[config.mk]
export PLATFORM = sky130hd
export DESIGN_NAME = cu_sequencer_flat
export DESIGN_NICKNAME = d
export VERILOG_FILES = /design/src/rtl/cu_sequencer_if.sv /design/src/rtl/cu_sequencer.sv /design/src/flat_wrapper.sv
export SDC_FILE = /design/constraint.sdc
export NUM_CORES = 1
export LEC_CHECK = 0
export BUFFER_PORTS_ARGS = -buffer_cell sky130_fd_sc_hd__buf_2
export CORE_ASPECT_RATIO = 0.8
export CORE_MARGIN = 8
export CORE_UTILIZATION = 52
export DETAILED_ROUTE_END_ITERATION = 8
export PLACE_DENSITY = 0.79
export SETUP_SLACK_MARGIN = 0.2
export SKIP_CTS_REPAIR_TIMING = 1
export SYNTH_ARGS = -nofsm -noshare
export SYNTH_HDL_FRONTEND = slang
export SYNTH_SLANG_ARGS = --single-unit
[constraint.sdc]
create_clock -name clk -period 2.6 [get_ports clk]
set_input_delay 0.52 -clock clk [delete_from_list [all_inputs] [get_ports clk]]
set_output_delay 0.52 -clock clk [all_outputs]
set_load 0.01 [all_outputs]
[src/rtl/cu_sequencer_if.sv]
// Instruction and data bus handshake between the control sequencer and the memory side.
// A request stays high until an ack is sampled in a non-stalled cycle; ack must stay high until then.
interface cu_sequencer_if;
    logic ibus_req;
    logic ibus_ack;
    logic dbus_req;
    logic dbus_we;
    logic dbus_ack;

    modport master (
        output ibus_req,
        output dbus_req,
        output dbus_we,
        input  ibus_ack,
        input  dbus_ack
    );

    modport slave (
        input  ibus_req,
        input  dbus_req,
        input  dbus_we,
        output ibus_ack,
        output dbus_ack
    );
endinterface

[src/rtl/cu_sequencer.sv]
// Handshaked multi-cycle control sequencer for the RV32I core: fetch, IR load, execute,
// optional memory phase and writeback, trapping on illegal opcodes and bus timeouts.
module cu_sequencer #(
    parameter int TIMEOUT = 16,
    parameter bit FUSE_WB = 1'b0,
    parameter int CNT_W   = 32
) (
    input  logic             clk,
    input  logic             rst,
    input  logic [6:0]       opcode,
    input  logic             stall,
    input  logic             debug_wait,
    input  logic             trap_clear,
    cu_sequencer_if.master   bus,
    output logic             load_ir,
    output logic             en_pc_counter,
    output logic             write_back_stage,
    output logic             trap,
    output logic [1:0]       trap_cause,
    output logic [CNT_W-1:0] retired,
    output logic [2:0]       state_o
);

    typedef enum logic [2:0] {
        S_IDLE    = 3'd0,
        S_FETCH   = 3'd1,
        S_LOAD_IR = 3'd2,
        S_EXEC    = 3'd3,
        S_MEM     = 3'd4,
        S_WB      = 3'd5,
        S_TRAP    = 3'd6
    } state_t;

    localparam logic [6:0] OP_ALU    = 7'b0110011;
    localparam logic [6:0] OP_ALUI   = 7'b0010011;
    localparam logic [6:0] OP_LOAD   = 7'b0000011;
    localparam logic [6:0] OP_STORE  = 7'b0100011;
    localparam logic [6:0] OP_BRANCH = 7'b1100011;
    localparam logic [6:0] OP_JAL    = 7'b1101111;
    localparam logic [6:0] OP_JALR   = 7'b1100111;
    localparam logic [6:0] OP_LUI    = 7'b0110111;
    localparam logic [6:0] OP_AUIPC  = 7'b0010111;

    localparam logic [1:0] CAUSE_ILLEGAL = 2'd1;
    localparam logic [1:0] CAUSE_IBUS    = 2'd2;
    localparam logic [1:0] CAUSE_DBUS    = 2'd3;

    // A zero TIMEOUT still needs a one-bit counter; the compare is disabled instead.
    localparam int            TW      = (TIMEOUT > 0) ? $clog2(TIMEOUT + 1) : 1;
    localparam bit            TO_EN   = (TIMEOUT > 0);
    localparam logic [TW-1:0] TO_LAST = TW'((TIMEOUT > 0) ? TIMEOUT - 1 : 0);

    state_t        state;
    logic [TW-1:0] wait_cnt;
    logic          legal;
    logic          is_store;
    logic          is_mem;
    logic          fuse_now;
    logic          timed_out;

    always_comb begin
        is_store  = (opcode == OP_STORE);
        is_mem    = (opcode == OP_LOAD) || is_store;
        legal     = opcode inside {OP_ALU, OP_ALUI, OP_LOAD, OP_STORE, OP_BRANCH,
                                   OP_JAL, OP_JALR, OP_LUI, OP_AUIPC};
        fuse_now  = FUSE_WB && legal && !is_mem;
        timed_out = TO_EN && (wait_cnt == TO_LAST);
    end

    // TRAP is checked ahead of stall so a stalled pipeline can still be un-trapped.
    always_ff @(posedge clk or negedge rst) begin
        if (!rst) begin
            state      <= S_IDLE;
            wait_cnt   <= '0;
            trap_cause <= 2'd0;
            retired    <= '0;
        end else if (state == S_TRAP) begin
            if (trap_clear) begin
                state      <= S_IDLE;
                trap_cause <= 2'd0;
            end
        end else if (!stall) begin
            case (state)
                S_IDLE: begin
                    if (!debug_wait) begin
                        state    <= S_FETCH;
                        wait_cnt <= '0;
                    end
                end
                S_FETCH: begin
                    if (bus.ibus_ack) begin
                        state <= S_LOAD_IR;
                    end else if (timed_out) begin
                        state      <= S_TRAP;
                        trap_cause <= CAUSE_IBUS;
                    end else begin
                        wait_cnt <= wait_cnt + TW'(1);
                    end
                end
                S_LOAD_IR: state <= S_EXEC;
                S_EXEC: begin
                    if (!legal) begin
                        state      <= S_TRAP;
                        trap_cause <= CAUSE_ILLEGAL;
                    end else if (is_mem) begin
                        state    <= S_MEM;
                        wait_cnt <= '0;
                    end else if (FUSE_WB) begin
                        state    <= debug_wait ? S_IDLE : S_FETCH;
                        wait_cnt <= '0;
                        retired  <= retired + CNT_W'(1);
                    end else begin
                        state <= S_WB;
                    end
                end
                S_MEM: begin
                    if (bus.dbus_ack) begin
                        state <= S_WB;
                    end else if (timed_out) begin
                        state      <= S_TRAP;
                        trap_cause <= CAUSE_DBUS;
                    end else begin
                        wait_cnt <= wait_cnt + TW'(1);
                    end
                end
                S_WB: begin
                    state    <= debug_wait ? S_IDLE : S_FETCH;
                    wait_cnt <= '0;
                    retired  <= retired + CNT_W'(1);
                end
                default: state <= S_IDLE;
            endcase
        end
    end

    // Strobes are masked by stall so each fires once per instruction; requests stay up.
    assign state_o          = state;
    assign bus.ibus_req     = (state == S_FETCH);
    assign bus.dbus_req     = (state == S_MEM);
    assign bus.dbus_we      = (state == S_MEM) && is_store;
    assign load_ir          = !stall && (state == S_LOAD_IR);
    assign en_pc_counter    = !stall && (state == S_EXEC) && legal;
    assign write_back_stage = !stall && ((state == S_WB) || ((state == S_EXEC) && fuse_now));
    assign trap             = (state == S_TRAP);

endmodule

[src/flat_wrapper.sv]
// flat-port wrapper written by rule: the top's interface ports become plain ports
module cu_sequencer_flat 
#(
    parameter int TIMEOUT = 16,
    parameter bit FUSE_WB = 1'b0,
    parameter int CNT_W   = 32
)
  (clk, rst, opcode, stall, debug_wait, trap_clear, load_ir, en_pc_counter, write_back_stage, trap, trap_cause, retired, state_o, bus_ibus_req, bus_dbus_req, bus_dbus_we, bus_ibus_ack, bus_dbus_ack);
  cu_sequencer_if bus_i ();
  input  logic clk;
  input  logic rst;
  input  logic [6:0] opcode;
  input  logic stall;
  input  logic debug_wait;
  input  logic trap_clear;
  output logic load_ir;
  output logic en_pc_counter;
  output logic write_back_stage;
  output logic trap;
  output logic [1:0] trap_cause;
  output logic [CNT_W-1:0] retired;
  output logic [2:0] state_o;
  output wire logic [$bits(bus_i.ibus_req)-1:0] bus_ibus_req;
  output wire logic [$bits(bus_i.dbus_req)-1:0] bus_dbus_req;
  output wire logic [$bits(bus_i.dbus_we)-1:0] bus_dbus_we;
  input wire logic [$bits(bus_i.ibus_ack)-1:0] bus_ibus_ack;
  input wire logic [$bits(bus_i.dbus_ack)-1:0] bus_dbus_ack;
  assign bus_ibus_req = bus_i.ibus_req;
  assign bus_dbus_req = bus_i.dbus_req;
  assign bus_dbus_we = bus_i.dbus_we;
  assign bus_i.ibus_ack = bus_ibus_ack;
  assign bus_i.dbus_ack = bus_dbus_ack;
  cu_sequencer #(.TIMEOUT(TIMEOUT), .FUSE_WB(FUSE_WB), .CNT_W(CNT_W)) u_core (.clk(clk), .rst(rst), .opcode(opcode), .stall(stall), .debug_wait(debug_wait), .trap_clear(trap_clear), .bus(bus_i), .load_ir(load_ir), .en_pc_counter(en_pc_counter), .write_back_stage(write_back_stage), .trap(trap), .trap_cause(trap_cause), .retired(retired), .state_o(state_o));
endmodule
# Yosys cells after proc, flatten, opt, wreduce, memory -nomap -nowiden
# Index checks and enable logic that the tools add are counted.
word_totals:
  ff_bits: 42
  latchBits: 0
  mem_bits_rw: 0
  romBits: 0
  input_bits: 14
  out_inout_bits: 44
  word_cells: 79
  n_memories: 0
classes:
  addsub: 2
  mul: 0
  div_mod_pow: 0
  order_cmp: 0
  eq_ne: 29
  shifts: 0
  n_mux: 27
  bitwise_logic: 2
  n_reduce_logical: 15
op_table:
  columns: ["op", "n"]
  rows:
  - ["32-bit by 1-bit adder with 32-bit output (second input constant)", 1]
  - ["5-bit two-way mux", 6]
  - ["5-bit one-hot mux with 5 select lines", 1]
  - ["3-bit two-way mux", 8]
  - ["7-bit by 6-bit == test with 1-bit output (second input constant)", 3]
  - ["7-bit == test (second input constant)", 3]
  - ["3-bit one-hot mux with 6 select lines", 1]
  - ["2-bit two-way mux", 8]
  - ["8-bit AND reduction", 2]
  - ["7-bit by 5-bit == test with 1-bit output (second input constant)", 2]
  - ["3-bit inequality test (second input constant)", 4]
  - ["3-bit == test (second input constant)", 3]
  - ["9-bit nonzero test", 1]
  - ["2-bit inequality test (second input constant)", 4]
  - ["7-bit by 2-bit == test with 1-bit output (second input constant)", 1]
  - ["3-bit by 2-bit == test with 1-bit output (second input constant)", 2]
  - ["2-bit by 1-bit inequality test with 1-bit output (second input constant)", 3]
  - ["3-bit by 2-bit inequality test with 1-bit output (second input constant)", 2]
  - ["2-bit one-hot mux with 3 select lines", 1]
  - ["3-bit AND reduction", 2]
  - ["5-bit by 1-bit adder with 5-bit output (second input constant)", 1]
  - ["5-bit by 4-bit == test with 1-bit output (second input constant)", 1]
  - ["1-bit logical AND", 5]
  - ["5-bit nonzero test", 1]
  - ["other kinds (7)", 9]

# Depth between registers and ports, before layout
# Gate-level depths: netlist of run 1.
logic_depth:
  depth_word: 7
  mapped_depth: 8
  mapped_depth_nobuf: 8

# Worst setup path before layout of run 1
# Ideal clock, no wire load.
synth_path:
  kind: "flip-flop to flip-flop"
  startpoint: "register u_core.state[1], in the netlist u_core.state_o[1]"
  endpoint: "register u_core.retired[27]"
  setup_time_ns: 0.125
  arrival_ns: 2.008
  required_time_ns: 2.475
  setup_slack_ns: 0.467
  stages_incl_launch_ff: 8
  n_path_buf: 2
  period_less_slack_ns: 2.133
  path_cell_list: "dfrtp_1 -> buf_2 -> nand4bb_4 -> or4_1 -> buf_2 -> and4bb_2 -> nand3_1 -> xnor2_1"
synth_via:
  elab_chain_len: 3
  elab_cells_between_ends: 4
  cone_classes: "2 x eq/ne; 1 x bitwise; 1 x reduce/logical"
synth_rtl:
  columns: ["element", "line", "text"]
  rows:
  - ["start, declared", "cu_sequencer.sv:53", "state_t state;"]
  - ["start signal, assigned", "cu_sequencer.sv:109", "state <= debug_wait ? S_IDLE : S_FETCH;"]
  - ["start signal, assigned", "cu_sequencer.sv:127", "state <= debug_wait ? S_IDLE : S_FETCH;"]
  - ["3-bit == test", "cu_sequencer.sv:77", "end else if (state == S_TRAP) begin"]
  - ["1-bit inverter (no source line)", null, null]
  - ["3-bit AND reduction (no source line) (*)", null, null]
  - ["end signal, assigned", "cu_sequencer.sv:111", "retired <= retired + CNT_W'(1);"]
  - ["end signal, assigned", "cu_sequencer.sv:129", "retired <= retired + CNT_W'(1);"]
  - ["end, declared", "cu_sequencer.sv:20", "output logic [CNT_W-1:0] retired,"]
# Every way passes the cells marked *; elsewhere a longest branch is shown, timed or not.
# A chain may end at the register's enable or synchronous reset.

# Final worst setup path of run 1
layout_path:
  startpoint: "input port opcode[4]"
  endpoint: "output port en_pc_counter"
layout_via:
  elab_chain_len: 3
  elab_cells_between_ends: 11
  cone_classes: "9 x eq/ne; 2 x reduce/logical"
layout_rtl:
  columns: ["element", "line", "text"]
  rows:
  - ["start, declared", "flat_wrapper.sv:12", "input logic [6:0] opcode;"]
  - ["7-bit by 6-bit == test with 1-bit output (tied with other cells)", "cu_sequencer.sv:64", "legal = opcode inside {OP_ALU, OP_ALUI, OP_LOAD, OP_STORE, OP_BRANCH,"]
  - ["9-bit nonzero test (*)", "cu_sequencer.sv:64", null]
  - ["1-bit logical AND (*)", "cu_sequencer.sv:142", "assign en_pc_counter = !stall && (state == S_EXEC) && legal;"]
  - ["end, declared", "flat_wrapper.sv:17", "output logic en_pc_counter;"]
# Marks and branches as above.

==> metrics.md, run 1 <==
| Metric | Value |
|---|---|
| Status | completed |
| # rows | 21 |
| LEAKAGE | 0.00132 µW |
| Reg2reg end | u_core.wait_cnt[0] |
| Unrepaired setup endpoints after global routing | false |
| Layout cells sized above 1 | 0.279 |
| Grt ovf | 0 |
| Clock Pin Slew Worst Setup and Hold Paths | 0.09 ns |
| Register area | 1050 µm² |
| R2R Path Start | u_core.wait_cnt[0] |
| Register-to-register setup slack | 0.41 ns |
| Antenna violations before repair | 0 |
| Post-route insts no fill | 351 |
| Final Setup Violations | 0 |
| Cells after DPL | 343 |
| First-pass GRT wire length | 8.22 mm |
| DIE AREA | 6660 µm² |
| Core Area | 4150 µm² |
| Layout Nets | 310 |
| DRT Pass-1 Iters | 4 |
| Largest net degree at the start of global routing | 43 |
| Synth-to-Final Area Change | 20.8% |
| Synth Cell Area | 2230 µm² |
| First-iteration detailed-routing DRC count | 72 |
| Yosys warns | 0 |
| Final Max Tran Viols | 0 |
| Tightest Hold Check Type | primary input to asynchronous set/reset pin |
| Vias per Instance | 5.37 |
| Worst slew pin tran | 0.908 ns |
| Post-Place Setup Slack | 0.239 ns |
| Total wire length | 4.89 mm |
| Clk buf depth | 2 |
| Final min period | 2.24 ns |
| Setup ws final | 0.361 ns |
| Worst setup SP type | primary input |
| WP data required | 2.08 ns |
| Crit path to | en_pc_counter |
| F_max | 0.447 GHz |
| Multi-input gate area | 1130 µm² |
| Die X | 89.3 µm |
| Peak VDD IR | 0.504 mV |
| H-tree depth | 2 |
| Most common cell after layout, fill and taps aside | buf_2 |
| Post-synth EDFFs | 0 |
| Syn nets | 247 |
| Synthesized flop and latch total | 42 |
| I/O pin count | 58 |
| PortBufs | 57 |
| WHS | 0.341 ns |
| Crit path launch | opcode[4] |
| Worst reg2reg path depth | 7 |
| Gr usage total | 0.157 |
| Post-synthesis cell count | 230 |
| Period utilisation layout | 0.861 |
| PwrDens | 698 nW/µm² |
| Clk_lat worst skew | 0.30 ns |
| Antenna diodes | 0 |
| Worst-path maximum fanout | 4 |
| Synth unique cells | 41 |
| Crit end category | output pin |
| Filler instances | 351 |
| Clock skew | 0.0101 ns |
| Dominant synthesized flop cell | dfrtp_1 |
| Clk root buf | clkbuf_8 |
| WL per Instance | 13.9 µm |
| Vias in the first global route | 1,793 |
| Mean cell area of the mapped netlist | 9.71 µm² |
| Total clock buffers created by CTS | 5 |
| Routed Antenna Nets | 0 |
| Most frequent cells in the layout | buf_2, dfrtp_1, nand2_1, xnor2_1, nor2_1 |
| Post-layout util | 0.650 |
| Async SR Flop Fraction | 1.00 |
| MaxCap Viol Count | 0 |
| Remaining DRCs | 0 |
| Final hold violations | 0 |
| Chip height | 74.6 µm |
| Via count | 1,886 |
| GP Congestion | 0.832 |
| Slew headroom | 0.395 |
| Detailed Place HPWL | 3.61 mm |
| Starting Density | 0.538 |
| Critical path type | primary input to output pin |
| Register area share after synthesis | 0.471 |
| WP data arrival | 1.72 ns |
| TritonCTS clock tree | done |
| Sink Count | 42 |
| Setup_tns | 0 ns |
## area by class of cell
cell class | count | share of cell area
repair buffers | 63 | 0.122
multi-input cells | 175 | 0.419
flip-flops and latches | 42 | 0.390
inverters | 6 | 0.00835
well taps | 57 | 0.0264
clock buffers | 5 | 0.0255
clock inverters | 3 | 0.00881
## cells in the mapped netlist (5+ instances only)
cell	instances	area [µm²]
dfrtp_1	42	1050
nand2_1	24	90.1
xnor2_1	24	210
nor2_1	20	75.1
nand3_1	14	70.1
o21ai_0	10	50.1
a21oi_1	8	40.0
nand2b_1	7	43.8
xor2_1	7	61.3
inv_1	6	22.5
nand4_1	6	37.5
and3_1	5	31.3
and4_1	5	43.8
nor2b_1	5	31.3
o22ai_1	5	31.3
## layer usage
| metal | wire, µm | global-route usage | up-vias |
|---|---|---|---|
| li1 | - | - | 942 |
| met1 | 2230 | 0.195 | 885 |
| met2 | 2240 | 0.257 | 50 |
| met3 | 333 | 0.0382 | 9 |
| met4 | 86 | 0.0662 | 0 |
| met5 | 0 | 0 | - |
## worst max-delay path: stages
cell and delay (ns):
buf_2 0.12, nand2b_1 0.16, a2111oi_0 0.43, buf_4 0.19
nand3_1 0.08, nor2_1 0.09, buf_2 0.13
## how the worst min path moves through the flow
stage                             from                  to  cells after the start
global route                       rst   u_core.retired[9]                      1
global placement    u_core.retired[31]  u_core.retired[31]                      1
floorplan                          rst   u_core.retired[0]                      0
detailed placement  u_core.retired[31]  u_core.retired[31]                      1
finish                             rst   u_core.retired[8]                      1
CTS                                rst   u_core.retired[9]                      1
## where the power goes
| group | internal, µW | switching, µW | leakage, µW |
|---|---|---|---|
| Clock | 192 | 243 | 0.0000408 |
| Combinational | 266 | 381 | 0.000714 |
| Sequential | 728 | 72.7 | 0.000569 |
## cell families (layout without fill, tap and decap cells)
logic type	count (synthesis)	after routing	synth area share
AOI/OAI and AO/OA	33	33	0.0902
xor gates and xnor gates	31	31	0.122
muxes	1	1	0.00504
adders and majority gates	3	3	0.0168
buffers and inverters	13	77	0.0235
and+or+nand+nor	107	107	0.272
DFF	42	42	0.471
## metrics by stage
stage               total power (µW)  cell area [µm²]
floorplan                       1250             2230
global route                    2000             2700
global placement                1460             2610
detailed placement              1460             2610
finish                          1880             2700
CTS                             1890             2700
## flip-flops by register name (all words and copies together), names as in the netlist
signal	count
u_core.wait_cnt	5
u_core.trap_cause	2
u_core.state_o	3
u_core.retired	32
(Power assumes the default switching activity.)
==> run 2, diff against run 1 <==
--- a/config.mk
+++ b/config.mk
@@ -8,9 +8,10 @@
 export BUFFER_PORTS_ARGS = -buffer_cell sky130_fd_sc_hd__buf_2
 export CORE_ASPECT_RATIO = 0.8
 export CORE_MARGIN = 8
-export CORE_UTILIZATION = 52
+export CORE_UTILIZATION = 55
+export CTS_BUF_LIST = sky130_fd_sc_hd__clkbuf_8
 export DETAILED_ROUTE_END_ITERATION = 8
-export PLACE_DENSITY = 0.79
+export PLACE_DENSITY = 0.83
 export SETUP_SLACK_MARGIN = 0.2
 export SKIP_CTS_REPAIR_TIMING = 1
 export SYNTH_ARGS = -nofsm -noshare
==> metrics.md, run 2 (synthesis gave the netlist of run 1 again) <==
| Metric | Value |
|---|---|
| Status | completed |
| Detailed Place HPWL | 3.82 mm |
| H-tree depth | 2 |
| Final hold violations | 0 |
| First-iteration detailed-routing DRC count | 83 |
| Multi-input gate area | 1130 µm² |
| Largest net degree at the start of global routing | 43 |
| Period utilisation layout | 0.854 |
| Die X | 87.2 µm |
| DRT Pass-1 Iters | 4 |
| PortBufs | 57 |
| Layout Nets | 311 |
| Critical path type | flop to flop |
| Unrepaired setup endpoints after global routing | false |
| DIE AREA | 6370 µm² |
| Largest Register | u_core.retired |
| WP data required | 2.76 ns |
| Delay-heaviest family, CP | compound AO/OA/AOI/OAI gates |
| Power after layout | 1870 µW |
| I/O pin count | 58 |
| Peak VDD IR | 0.478 mV |
| Worst setup SP type | flop |
| Total clock buffers created by CTS | 5 |
| Filler instances | 331 |
| Slowest library cell on the worst path | dfrtp_1 |
| Largest stage delay, worst path | 0.42 ns |
| TritonCTS clock tree | done |
| Synth-to-Final Area Change | 20.7% |
| Final min period | 2.22 ns |
| Clk buf depth | 2 |
| LEAKAGE | 0.00134 µW |
| Total wire length | 5.15 mm |
| Tightest Hold Check Type | primary input to asynchronous set/reset pin |
| Starting Density | 0.580 |
| Setup_tns | 0 ns |
| WP data arrival | 2.38 ns |
| PwrDens | 695 nW/µm² |
| Gr usage total | 0.167 |
| Slew headroom | 0.402 |
| Crit end category | flop |
| Remaining DRCs | 0 |
| Final Setup Violations | 0 |
| Vias per Instance | 5.55 |
| Routed Antenna Nets | 0 |
| Clk root buf | clkbuf_8 |
| WHS | 0.347 ns |
| Worst slew pin tran | 0.897 ns |
| Register area | 1050 µm² |
| F_max | 0.451 GHz |
| WP buf/inv | 0 |
| Fin area | 2700 µm² |
| Core Area | 3850 µm² |
| Most frequent cells in the layout | buf_2, dfrtp_1, nand2_1, xnor2_1, nor2_1 |
| First-pass GRT wire length | 8.47 mm |
| WL per Instance | 14.7 µm |
| Clock skew | 0.00843 ns |
| Vias in the first global route | 1,861 |
| MaxCap Viol Count | 0 |
| Via count | 1,942 |
| Area post-placement | 2610 µm² |
| Final Max Tran Viols | 0 |
| Cells after DPL | 342 |
| GP Congestion | 0.868 |
| Chip height | 73.0 µm |
| # rows | 20 |
| Post-route insts no fill | 350 |
| Antenna diodes | 0 |
| Worst-path maximum fanout | 7 |
| Crit path cell chain | ha_1 -> and3_1 -> ha_1 -> or2_2 -> a21oi_1 -> o22ai_1 -> o21ai_0 -> o21ai_0 |
| Layout cells sized above 1 | 0.278 |
| Grt ovf | 0 |
| Sink Count | 42 |
| Clk_lat worst skew | 0.29 ns |
| Most common cell after layout, fill and taps aside | buf_2 |
| Clock Pin Slew Worst Setup and Hold Paths | 0.08 ns |
| Antenna violations before repair | 0 |
| Number of flip-flops in the largest register | 32 |
==> run 2: cell count changes in the layout (fill, tap and decap cells not counted) <==
cell,delta
inv_6,-1
inv_1,+1
buf_4,+1
clkinv_2,+1
clkinvlp_4,-2
clkinv_4,+1
==> run 2: worst paths after layout <==
| path | from | end | slack, ns | depth (start not counted) |
|---|---|---|---|---|
| hold / removal | rst | u_core.retired[3] | 0.35 | 1 |
| min in group clk | u_core.retired[23] | u_core.retired[23] | 0.49 | 1 |
| hold reg to reg | u_core.retired[23] | u_core.retired[23] | 0.49 | 1 |
| setup reg to reg | u_core.wait_cnt[0] | u_core.wait_cnt[3] | 0.38 | 8 |
| setup / recovery | u_core.wait_cnt[0] | u_core.wait_cnt[3] | 0.38 | 8 |
| max in group asynchronous | rst | u_core.wait_cnt[2] | 1.68 | 1 |
==> run 2: layout make-up <==
class | count | area share
clock buffers | 5 | 0.0255
multi-input cells | 175 | 0.419
well taps | 55 | 0.0255
flip-flops and latches | 42 | 0.390
repair buffers | 64 | 0.125
clock inverters | 3 | 0.00650
inverters | 6 | 0.00835
==> run 2: power breakdown <==
part	total [µW]	leakage [µW]	internal (µW)	switching [µW]
clock	410	0.0000493	186	224
sequential	804	0.000569	728	76.0
combinational	661	0.000719	265	395
==> run 2: per-layer routing <==
layer | vias up | part of all wire | GRT usage
met5 | - | 0 | 0
met4 | 0 | 0.0099 | 0.0532
met3 | 6 | 0.055 | 0.0382
met2 | 50 | 0.49 | 0.282
met1 | 946 | 0.44 | 0.204
li1 | 940 | - | -
==> run 2: worst reg2reg max path, delay by kind of cell, from the launching register on <==
kind                       cells  cell delay, ns
adders and majority gates      2            0.48
AOI/OAI and AO/OA              4            0.68
DFF                            1            0.42
and+or+nand+nor                2            0.54
==> run 2: stage by stage <==
stage,util,setup slack (ns)
finish,0.700,0.381
global route,0.700,0.212
CTS,0.700,0.369
detailed placement,0.677,0.313
global placement,0.677,0.380
floorplan,-,0.467
